===== src/rtl/instr_fetch_ctrl_pkg.sv =====
// Shared fetch/decode definitions: opcode constants, NOP word and fetch FSM state type.
// The immediate extender imports the same opcode set.
package instr_fetch_ctrl_pkg;

  localparam logic [6:0] OPC_R      = 7'b0110011;
  localparam logic [6:0] OPC_I_ALU  = 7'b0010011;
  localparam logic [6:0] OPC_LOAD   = 7'b0000011;
  localparam logic [6:0] OPC_STORE  = 7'b0100011;
  localparam logic [6:0] OPC_BRANCH = 7'b1100011;
  localparam logic [6:0] OPC_LUI    = 7'b0110111;
  localparam logic [6:0] OPC_AUIPC  = 7'b0010111;
  localparam logic [6:0] OPC_JAL    = 7'b1101111;

  localparam logic [31:0] NOP_INSTR = 32'h0000_0013;

  typedef enum logic [1:0] {
    S_REQ  = 2'd0,
    S_WAIT = 2'd1,
    S_HOLD = 2'd2
  } fetch_state_e;

  function automatic logic opcode_supported(input logic [6:0] opc);
    case (opc)
      OPC_R, OPC_I_ALU, OPC_LOAD, OPC_STORE,
      OPC_BRANCH, OPC_LUI, OPC_AUIPC, OPC_JAL: opcode_supported = 1'b1;
      default:                                 opcode_supported = 1'b0;
    endcase
  endfunction

endpackage


===== src/rtl/instr_fetch_ctrl_if.sv =====
// Fetch controller bus bundle: instruction memory port, decode handoff and redirect.
interface instr_fetch_ctrl_if;
  logic        imem_req;
  logic [31:0] imem_addr;
  logic        imem_rvalid;
  logic [31:0] imem_rdata;
  logic        if_valid;
  logic        if_ready;
  logic [31:0] if_instr;
  logic [31:0] if_pc;
  logic        if_op_known;
  logic        redir_valid;
  logic [31:0] redir_pc;

  modport master (
    output imem_req, imem_addr, if_valid, if_instr, if_pc, if_op_known,
    input  imem_rvalid, imem_rdata, if_ready, redir_valid, redir_pc
  );

  modport slave (
    input  imem_req, imem_addr, if_valid, if_instr, if_pc, if_op_known,
    output imem_rvalid, imem_rdata, if_ready, redir_valid, redir_pc
  );
endinterface


===== src/rtl/instr_fetch_ctrl_opcode_check.sv =====
// Flags whether the held instruction's opcode belongs to the supported set.
module instr_fetch_ctrl_opcode_check
  import instr_fetch_ctrl_pkg::*;
(
  input  logic [6:0] opcode_i,
  output logic       op_known_o
);

  assign op_known_o = opcode_supported(opcode_i);

endmodule


===== src/rtl/instr_fetch_ctrl.sv =====
// Single-outstanding instruction fetch controller with redirect/kill handling.
// state  | meaning
// S_REQ  | issue one-cycle imem_req at pc (first cycle after reset only primes the strobe)
// S_WAIT | request outstanding; a kill discards the returning word
// S_HOLD | instruction presented to decode until accepted or redirected
module instr_fetch_ctrl
  import instr_fetch_ctrl_pkg::*;
#(
  parameter logic [31:0] RESET_PC = 32'h0000_0000
) (
  input  logic                clk,
  input  logic                reset,
  instr_fetch_ctrl_if.master  bus
);

  fetch_state_e state_q;
  logic [31:0]  pc_q;
  logic         kill_q;
  logic         imem_req_q;
  logic         if_valid_q;
  logic [31:0]  if_instr_q;
  logic [31:0]  if_pc_q;
  logic [31:0]  redir_target;
  logic         op_known;

  assign redir_target = bus.redir_pc & 32'hFFFF_FFFC;

  always_ff @(posedge clk) begin
    if (reset) begin
      state_q    <= S_REQ;
      pc_q       <= RESET_PC;
      kill_q     <= 1'b0;
      imem_req_q <= 1'b0;
      if_valid_q <= 1'b0;
      if_instr_q <= NOP_INSTR;
      if_pc_q    <= RESET_PC;
    end else begin
      case (state_q)
        S_REQ: begin
          if (bus.redir_valid) pc_q <= redir_target;
          if (imem_req_q) begin
            imem_req_q <= 1'b0;
            kill_q     <= bus.redir_valid;
            state_q    <= S_WAIT;
          end else begin
            imem_req_q <= 1'b1;
          end
        end
        S_WAIT: begin
          if (bus.redir_valid) pc_q <= redir_target;
          if (bus.imem_rvalid) begin
            kill_q <= 1'b0;
            if (kill_q || bus.redir_valid) begin
              imem_req_q <= 1'b1;
              state_q    <= S_REQ;
            end else begin
              if_instr_q <= bus.imem_rdata;
              if_pc_q    <= pc_q;
              if_valid_q <= 1'b1;
              state_q    <= S_HOLD;
            end
          end else if (bus.redir_valid) begin
            kill_q <= 1'b1;
          end
        end
        S_HOLD: begin
          // Redirect beats a same-cycle accept: the sequential pc+4 is never taken.
          if (bus.redir_valid) begin
            pc_q       <= redir_target;
            if_valid_q <= 1'b0;
            imem_req_q <= 1'b1;
            state_q    <= S_REQ;
          end else if (bus.if_ready) begin
            pc_q       <= pc_q + 32'd4;
            if_valid_q <= 1'b0;
            imem_req_q <= 1'b1;
            state_q    <= S_REQ;
          end
        end
        default: begin
          state_q    <= S_REQ;
          imem_req_q <= 1'b0;
          if_valid_q <= 1'b0;
        end
      endcase
    end
  end

  instr_fetch_ctrl_opcode_check u_opcode_check (
    .opcode_i   (if_instr_q[6:0]),
    .op_known_o (op_known)
  );

  assign bus.imem_req    = imem_req_q;
  assign bus.imem_addr   = pc_q;
  assign bus.if_valid    = if_valid_q;
  assign bus.if_instr    = if_instr_q;
  assign bus.if_pc       = if_pc_q;
  assign bus.if_op_known = op_known;

endmodule


===== src/flat_wrapper.sv =====
// flat-port wrapper written by rule: the top's interface ports become plain ports
module instr_fetch_ctrl_flat import instr_fetch_ctrl_pkg::*;
#(
  parameter logic [31:0] RESET_PC = 32'h0000_0000
)
  (clk, reset, bus_imem_req, bus_imem_addr, bus_if_valid, bus_if_instr, bus_if_pc, bus_if_op_known, bus_imem_rvalid, bus_imem_rdata, bus_if_ready, bus_redir_valid, bus_redir_pc);
  instr_fetch_ctrl_if bus_i ();
  input  logic clk;
  input  logic reset;
  output wire logic [$bits(bus_i.imem_req)-1:0] bus_imem_req;
  output wire logic [$bits(bus_i.imem_addr)-1:0] bus_imem_addr;
  output wire logic [$bits(bus_i.if_valid)-1:0] bus_if_valid;
  output wire logic [$bits(bus_i.if_instr)-1:0] bus_if_instr;
  output wire logic [$bits(bus_i.if_pc)-1:0] bus_if_pc;
  output wire logic [$bits(bus_i.if_op_known)-1:0] bus_if_op_known;
  input wire logic [$bits(bus_i.imem_rvalid)-1:0] bus_imem_rvalid;
  input wire logic [$bits(bus_i.imem_rdata)-1:0] bus_imem_rdata;
  input wire logic [$bits(bus_i.if_ready)-1:0] bus_if_ready;
  input wire logic [$bits(bus_i.redir_valid)-1:0] bus_redir_valid;
  input wire logic [$bits(bus_i.redir_pc)-1:0] bus_redir_pc;
  assign bus_imem_req = bus_i.imem_req;
  assign bus_imem_addr = bus_i.imem_addr;
  assign bus_if_valid = bus_i.if_valid;
  assign bus_if_instr = bus_i.if_instr;
  assign bus_if_pc = bus_i.if_pc;
  assign bus_if_op_known = bus_i.if_op_known;
  assign bus_i.imem_rvalid = bus_imem_rvalid;
  assign bus_i.imem_rdata = bus_imem_rdata;
  assign bus_i.if_ready = bus_if_ready;
  assign bus_i.redir_valid = bus_redir_valid;
  assign bus_i.redir_pc = bus_redir_pc;
  instr_fetch_ctrl #(.RESET_PC(RESET_PC)) u_core (.clk(clk), .reset(reset), .bus(bus_i));
endmodule

===== config.mk =====
export PLATFORM = sky130hd
export DESIGN_NAME = instr_fetch_ctrl_flat
export DESIGN_NICKNAME = d
export VERILOG_FILES = /design/src/rtl/instr_fetch_ctrl_pkg.sv /design/src/rtl/instr_fetch_ctrl_if.sv /design/src/rtl/instr_fetch_ctrl_opcode_check.sv /design/src/rtl/instr_fetch_ctrl.sv /design/src/flat_wrapper.sv
export SDC_FILE = /design/constraint.sdc
export NUM_CORES = 1
export LEC_CHECK = 0
export ABC_AREA = 1
export CAP_MARGIN = 0
export CORE_MARGIN = 10
export CORE_UTILIZATION = 49
export CTS_CLUSTER_DIAMETER = 100
export CTS_CLUSTER_SIZE = 8
export DETAILED_ROUTE_END_ITERATION = 16
export PLACE_DENSITY = 0.85
export SYNTH_ARGS = -nofsm -noshare
export SYNTH_HDL_FRONTEND = slang
export SYNTH_SLANG_ARGS = --single-unit

===== constraint.sdc =====
create_clock -name clk -period 3.5 [get_ports clk]
set_input_delay 0.525 -clock clk [delete_from_list [all_inputs] [get_ports clk]]
set_output_delay 0.525 -clock clk [all_outputs]
set_load 0.01 [all_outputs]

After elaboration in Yosys (flattened, before gate mapping). Index checks and enable logic that the tools add are counted.

Output and inout bits: 99. Word-level logic and storage cells: 65. Register bits after elaboration: 101.

Multiplexer cells: 26. Equal/unequal tests: 17. Bitwise operators: 2. Reductions and logical operators: 12. $add $sub $neg: 1.

Operators by type and width (number): $mux W32 (3); $pmux W32 S2 (1); $add A32 B3 Y32 const B (1); $eq A7 B6 Y1 const B (3); $reduce_and A3 Y1 (5); $eq A7 B5 Y1 const B (2); $eq A7 B7 Y1 const B (2); $mux W1 (13); $mux W2 (5); $reduce_or A8 Y1 (1); $eq A7 B2 Y1 const B (1); $ne A2 B1 Y1 const B (3); $ne A3 B3 Y1 const B (2); $pmux W1 S3 (2); $pmux W2 S3 (1); $ne A2 B2 Y1 const B (2); $reduce_and A4 Y1 (1); $reduce_bool A2 Y1 (2); $eq A2 B1 Y1 const B (1); $eq A2 B2 Y1 const B (1); $logic_not A2 Y1 (1); $not A1 Y1 (2); $pmux W1 S2 (1); $reduce_or A2 Y1 (1); $logic_or A1 B1 Y1 (1).

Depth between registers and ports, before layout.
Depth after elaboration: 4. Gate-level depth with buffers: 11. Depth with buffers taken out: 10.

Modules after synthesis. From an unflattened synthesis, not the netlist that was laid out.

Cells, all modules: 721. Area total of the unflattened synthesis: 4742.0 µm².

Modules (own cells, without submodules): instr_fetch_ctrl (seq. area each 1941.9 µm², instances 1, area each 4682.0 µm², cells each 706); instr_fetch_ctrl_opcode_check (seq. area each 0.0 µm², instances 1, area each 60.1 µm², cells each 15).

Worst setup path after synthesis. OpenSTA, ideal clock, no wires.

Kind: register -> register. From: reg u_core.state_q[0]. To: reg u_core.pc_q[5], in the netlist u_core.bus.imem_addr[5]. Stages on the path, launching flop included: 9. Setup slack: 1992 ps. Clock period less this slack: 1508 ps. Buffers on the path: 2. Arrival time: 1374 ps. Library setup time: 134 ps. Path through: dfxtp_1 inv_1 ha_1 nand2_4 inv_2 buf_2 buf_4 o211ai_1 a21oi_1.

Word-level cells in the longest chain between the ends: 4. Elaborated cells on any way between the ends: 9. Those cells by class: eq/ne: 4; mux: 1; reduce/logical: 4.

RTL lines: start, declared (line instr_fetch_ctrl.sv:16) `fetch_state_e state_q;`; start signal, assigned (line instr_fetch_ctrl.sv:30) `state_q <= S_REQ;`; start signal, assigned (line instr_fetch_ctrl.sv:44) `state_q <= S_WAIT;`; start signal, assigned (line instr_fetch_ctrl.sv:55) `state_q <= S_REQ;`; $eq A2 B1 Y1 or $logic_not A2 Y1 (tied branches) (line instr_fetch_ctrl.sv:38) `case (state_q)`; $reduce_or A2 Y1 (no line); $ne A2 B1 Y1 (no line) or $reduce_bool A2 Y1 (tied branches); $reduce_and A3 Y1 (no line); end signal, assigned (line instr_fetch_ctrl.sv:40) `if (bus.redir_valid) pc_q <= redir_target;`; end signal, assigned (line instr_fetch_ctrl.sv:50) `if (bus.redir_valid) pc_q <= redir_target;`; end signal, assigned (line instr_fetch_ctrl.sv:69) `pc_q <= redir_target;`; end, declared (line instr_fetch_ctrl.sv:17) `logic [31:0] pc_q;`.

Parallel ways exist; a longest one is shown, timed or not. A chain may end at the register's enable or synchronous reset.

Final worst setup path.
From: reg u_core.if_instr_q[5], in the netlist u_core.bus.if_instr[5]. To: out bus_if_op_known.

Word-level cells in the longest chain between the ends: 3. Elaborated cells on any way between the ends: 10. Those cells by class: eq/ne: 8; mux: 1; reduce/logical: 1.

RTL lines: start, declared (line instr_fetch_ctrl.sv:21) `logic [31:0] if_instr_q;`; start signal, assigned (line instr_fetch_ctrl.sv:57) `if_instr_q <= bus.imem_rdata;`; $eq A7 B6 Y1, or another cell as far along (line instr_fetch_ctrl_pkg.sv:23) `case (opc)`; $reduce_or A8 Y1 (*) (line instr_fetch_ctrl_pkg.sv:23); $mux W1 (*) (line instr_fetch_ctrl_pkg.sv:23); end, declared (line flat_wrapper.sv:15) `output wire logic [$bits(bus_i.if_op_known)-1:0] bus_if_op_known;`.

Mark *: on every way between the ends. The rest lies on a longest branch, timed or not.

==> impl_metrics.tcl <==
set metrics [dict create \
    status "finished clean" \
    grt_first_pass_wirelength_um 25800 \
    yosys.area.top_type "dfxtp_1" \
    switchingPower_w 0.00133 \
    p_per_area_mw_per_mm2 537 \
    path_clk_slew_ns 0.09 \
    fillers 830 \
    post_cts_buffers 0 \
    num-nets-final 924 \
    cts_buffer_depth 2 \
    cts_tree "yes" \
    synth_edf_count 0 \
    slew_headroom 0.454 \
    synth_ff_type "dfxtp_1" \
    grt_max_degree 76 \
    syn_area_mm2 0.00474 \
    final.setup_skew_ns 0.0117 \
    area_growth_pct 37.7 \
    numCtsBuffers 9 \
    cp-end-kind "output pin" \
    setup_tns_ns 0 \
    yosys-top-cells-area "dfxtp_1 41%, nand2_1 12%, nor2_1 12%" \
    dieArea_mm2 0.0140 \
    combPwrFrac 0.366 \
    post-route-drc-count 0 \
    postRouteWirelength_um 16300 \
    avgSynthCellArea_um2 6.69 \
    hpwl_um 12100 \
    num_vias 5229 \
    hold_viol_final 0 \
    cts_hold_buf 0 \
    period_minus_slack_ns 2.18 \
    min_path_type "reg2reg" \
    setup_viol 0 \
    cts.sinks 97 \
    required_ns 2.97 \
    max_freq_mhz 460 \
    clkPwrFrac 0.199 \
    post_drt_wl_per_cell_um 16.6 \
    worst-path-max-fanout 2 \
    max-vdd-ir-drop_mv 0.284 \
    synth_cell_type_count 37 \
    die_h_um 118 \
    final_area_mm2 0.00653 \
    grt_overflow_total 0 \
    drive_gt1_frac 0.0609 \
    port_buffers 161 \
    swShare 0.379 \
    cp-start-kind "flop" \
    root_buffer "clkbuf_8" \
    p_leak_nw 2.49 \
    dpl_cell_area_mm2 0.00635 \
    yosysWarnings 0 \
    io_pins 168 \
    die_w_um 118 \
    p_int_w 0.00218 \
    arrival_ns 1.65 \
    grt_usage 0.220 \
    syn_inst 708 \
    diodes 0 \
    placedCellCount 967 \
    power.share.sequential 0.435 \
    grt_pass1_vias 4982 \
    synth-seq-area-share 0.410 \
    fin_crit_sh 0.622 \
    drt_first_iter_violations 521 \
    vias_per_cell 5.32 \
    htreeDepth 3 \
    slew_violations 0 \
    start_util 0.508 \
    drt_pass1_iterations 5 \
    gp_congestion 0.917 \
    p_total_w 0.00351 \
    final_util 0.700 \
    clk_latency_ns 0.37 \
    postRouteAntennaNets 0 \
    tightest_slew_ns 0.817 \
    final_cells 983 \
    rsz0062_at_grt "false" \
    async_flop_share 0 \
    antenna_found_initial 0 \
    core_area_mm2 0.00933 \
    drv_cap 0 \
    synth.ff_latch_count 97 \
    synth_top_area_frac 0.410 \
    cts_resized 0 \
    critical_path_class "reg2out" \
    num_rows 35 \
]
==> Yosys cell counts, types with 2 or more instances <==
cell type,instances
a211oi_1,3
a21oi_1,57
a31oi_1,3
buf_2,12
buf_4,8
buf_6,3
clkbuf_1,15
dfxtp_1,97
ha_1,6
inv_1,35
inv_2,5
nand2_1,154
nand2_2,5
nand2_4,2
nand3_1,33
nand4_1,5
nor2_1,150
nor2_2,13
nor2_4,3
nor3_1,2
o21ai_0,77
o21ai_1,5
==> final cells by class <==
cell class / count / area (um^2) / area share
Inverter: 41 / 156 / 0.0240
Multi-Input combinational cell: 535 / 2450 / 0.375
Clock buffer: 10 / 128 / 0.0196
Timing Repair Buffer: 165 / 1640 / 0.252
Sequential cell: 97 / 1940 / 0.298
Clock inverter: 6 / 50.0 / 0.00767
Tap cell: 129 / 161 / 0.0247
==> stage by stage <==
step	setup WS [ns]	hold slack, ns
final	1.32	0.495
after floorplan	1.99	0.489
after detailed placement	0.988	0.476
after global routing	1.21	0.523
after global placement	1.02	0.458
after CTS	1.31	0.497
==> placed cells by master (no fill, tap or decap), drive strengths merged, types with 5 or more instances in the layout <==
cell type,count
a21oi,58
clkbuf,10
clkdlybuf4s50,161
dfxtp,97
ha,6
inv,44
nand2,161
nand3,34
nand4,5
nor2,166
o21ai,82
==> state kept, by name, indices dropped and copies added, names as in the netlist <==
signal and count:
u_core.bus.if_instr 32, u_core.bus.imem_addr 30, u_core.kill_q 1, u_core.state_q 2
u_core.bus.imem_req 1, u_core.bus.if_pc 30, u_core.bus.if_valid 1
==> critical path, stage by stage (launching register included) <==
cell,delay [ns]
dfxtp_1,0.33
inv_1,0.06
nor2_1,0.08
a21oi_1,0.07
a211oi_1,0.17
clkdlybuf4s50_1,0.58
==> path summary, 6_finish.rpt <==
kind / from / to / slack (ns) / cells after the start
setup / recovery: u_core.bus.if_instr[5] / bus_if_op_known / 1.32 / 5
setup reg to reg: u_core.state_q[0] / u_core.bus.imem_addr[10] / 1.36 / 8
hold / removal: u_core.bus.if_instr[5] / u_core.bus.if_instr[5] / 0.49 / 2
hold reg to reg: u_core.bus.if_instr[5] / u_core.bus.if_instr[5] / 0.49 / 2
==> routing by layer <==
metal,wire [um],up-vias,GRT usage
met2,8060,234,0.392
met5,0,-,0
met3,1390,33,0.0666
li1,-,2566,-
met4,372,0,0.0696
met1,6480,2396,0.245
==> power groups by stage <==
stage / Clock, W / Sequential (W) / Combinational, W
floorplan: 0 / 0.00158 / 0.000594
finish: 0.000699 / 0.00152 / 0.00128
global placement: 0 / 0.00153 / 0.00124
global route: 0.000751 / 0.00155 / 0.00141
detailed placement: 0 / 0.00154 / 0.00128
CTS: 0.000702 / 0.00152 / 0.00129
==> cell families (layout without fill, tap and decap cells) <==
kind of cell               count (synthesis)  count (layout)  synth area share
and+or+nand+nor                          373             373             0.329
AOI/OAI and AO/OA                        152             152             0.167
DFF                                       97              97             0.410
buffers and inverters                     79             222            0.0774
adders and majority gates                  6               6            0.0158
other                                      1               4          0.000791
(Power assumes the default switching activity.)
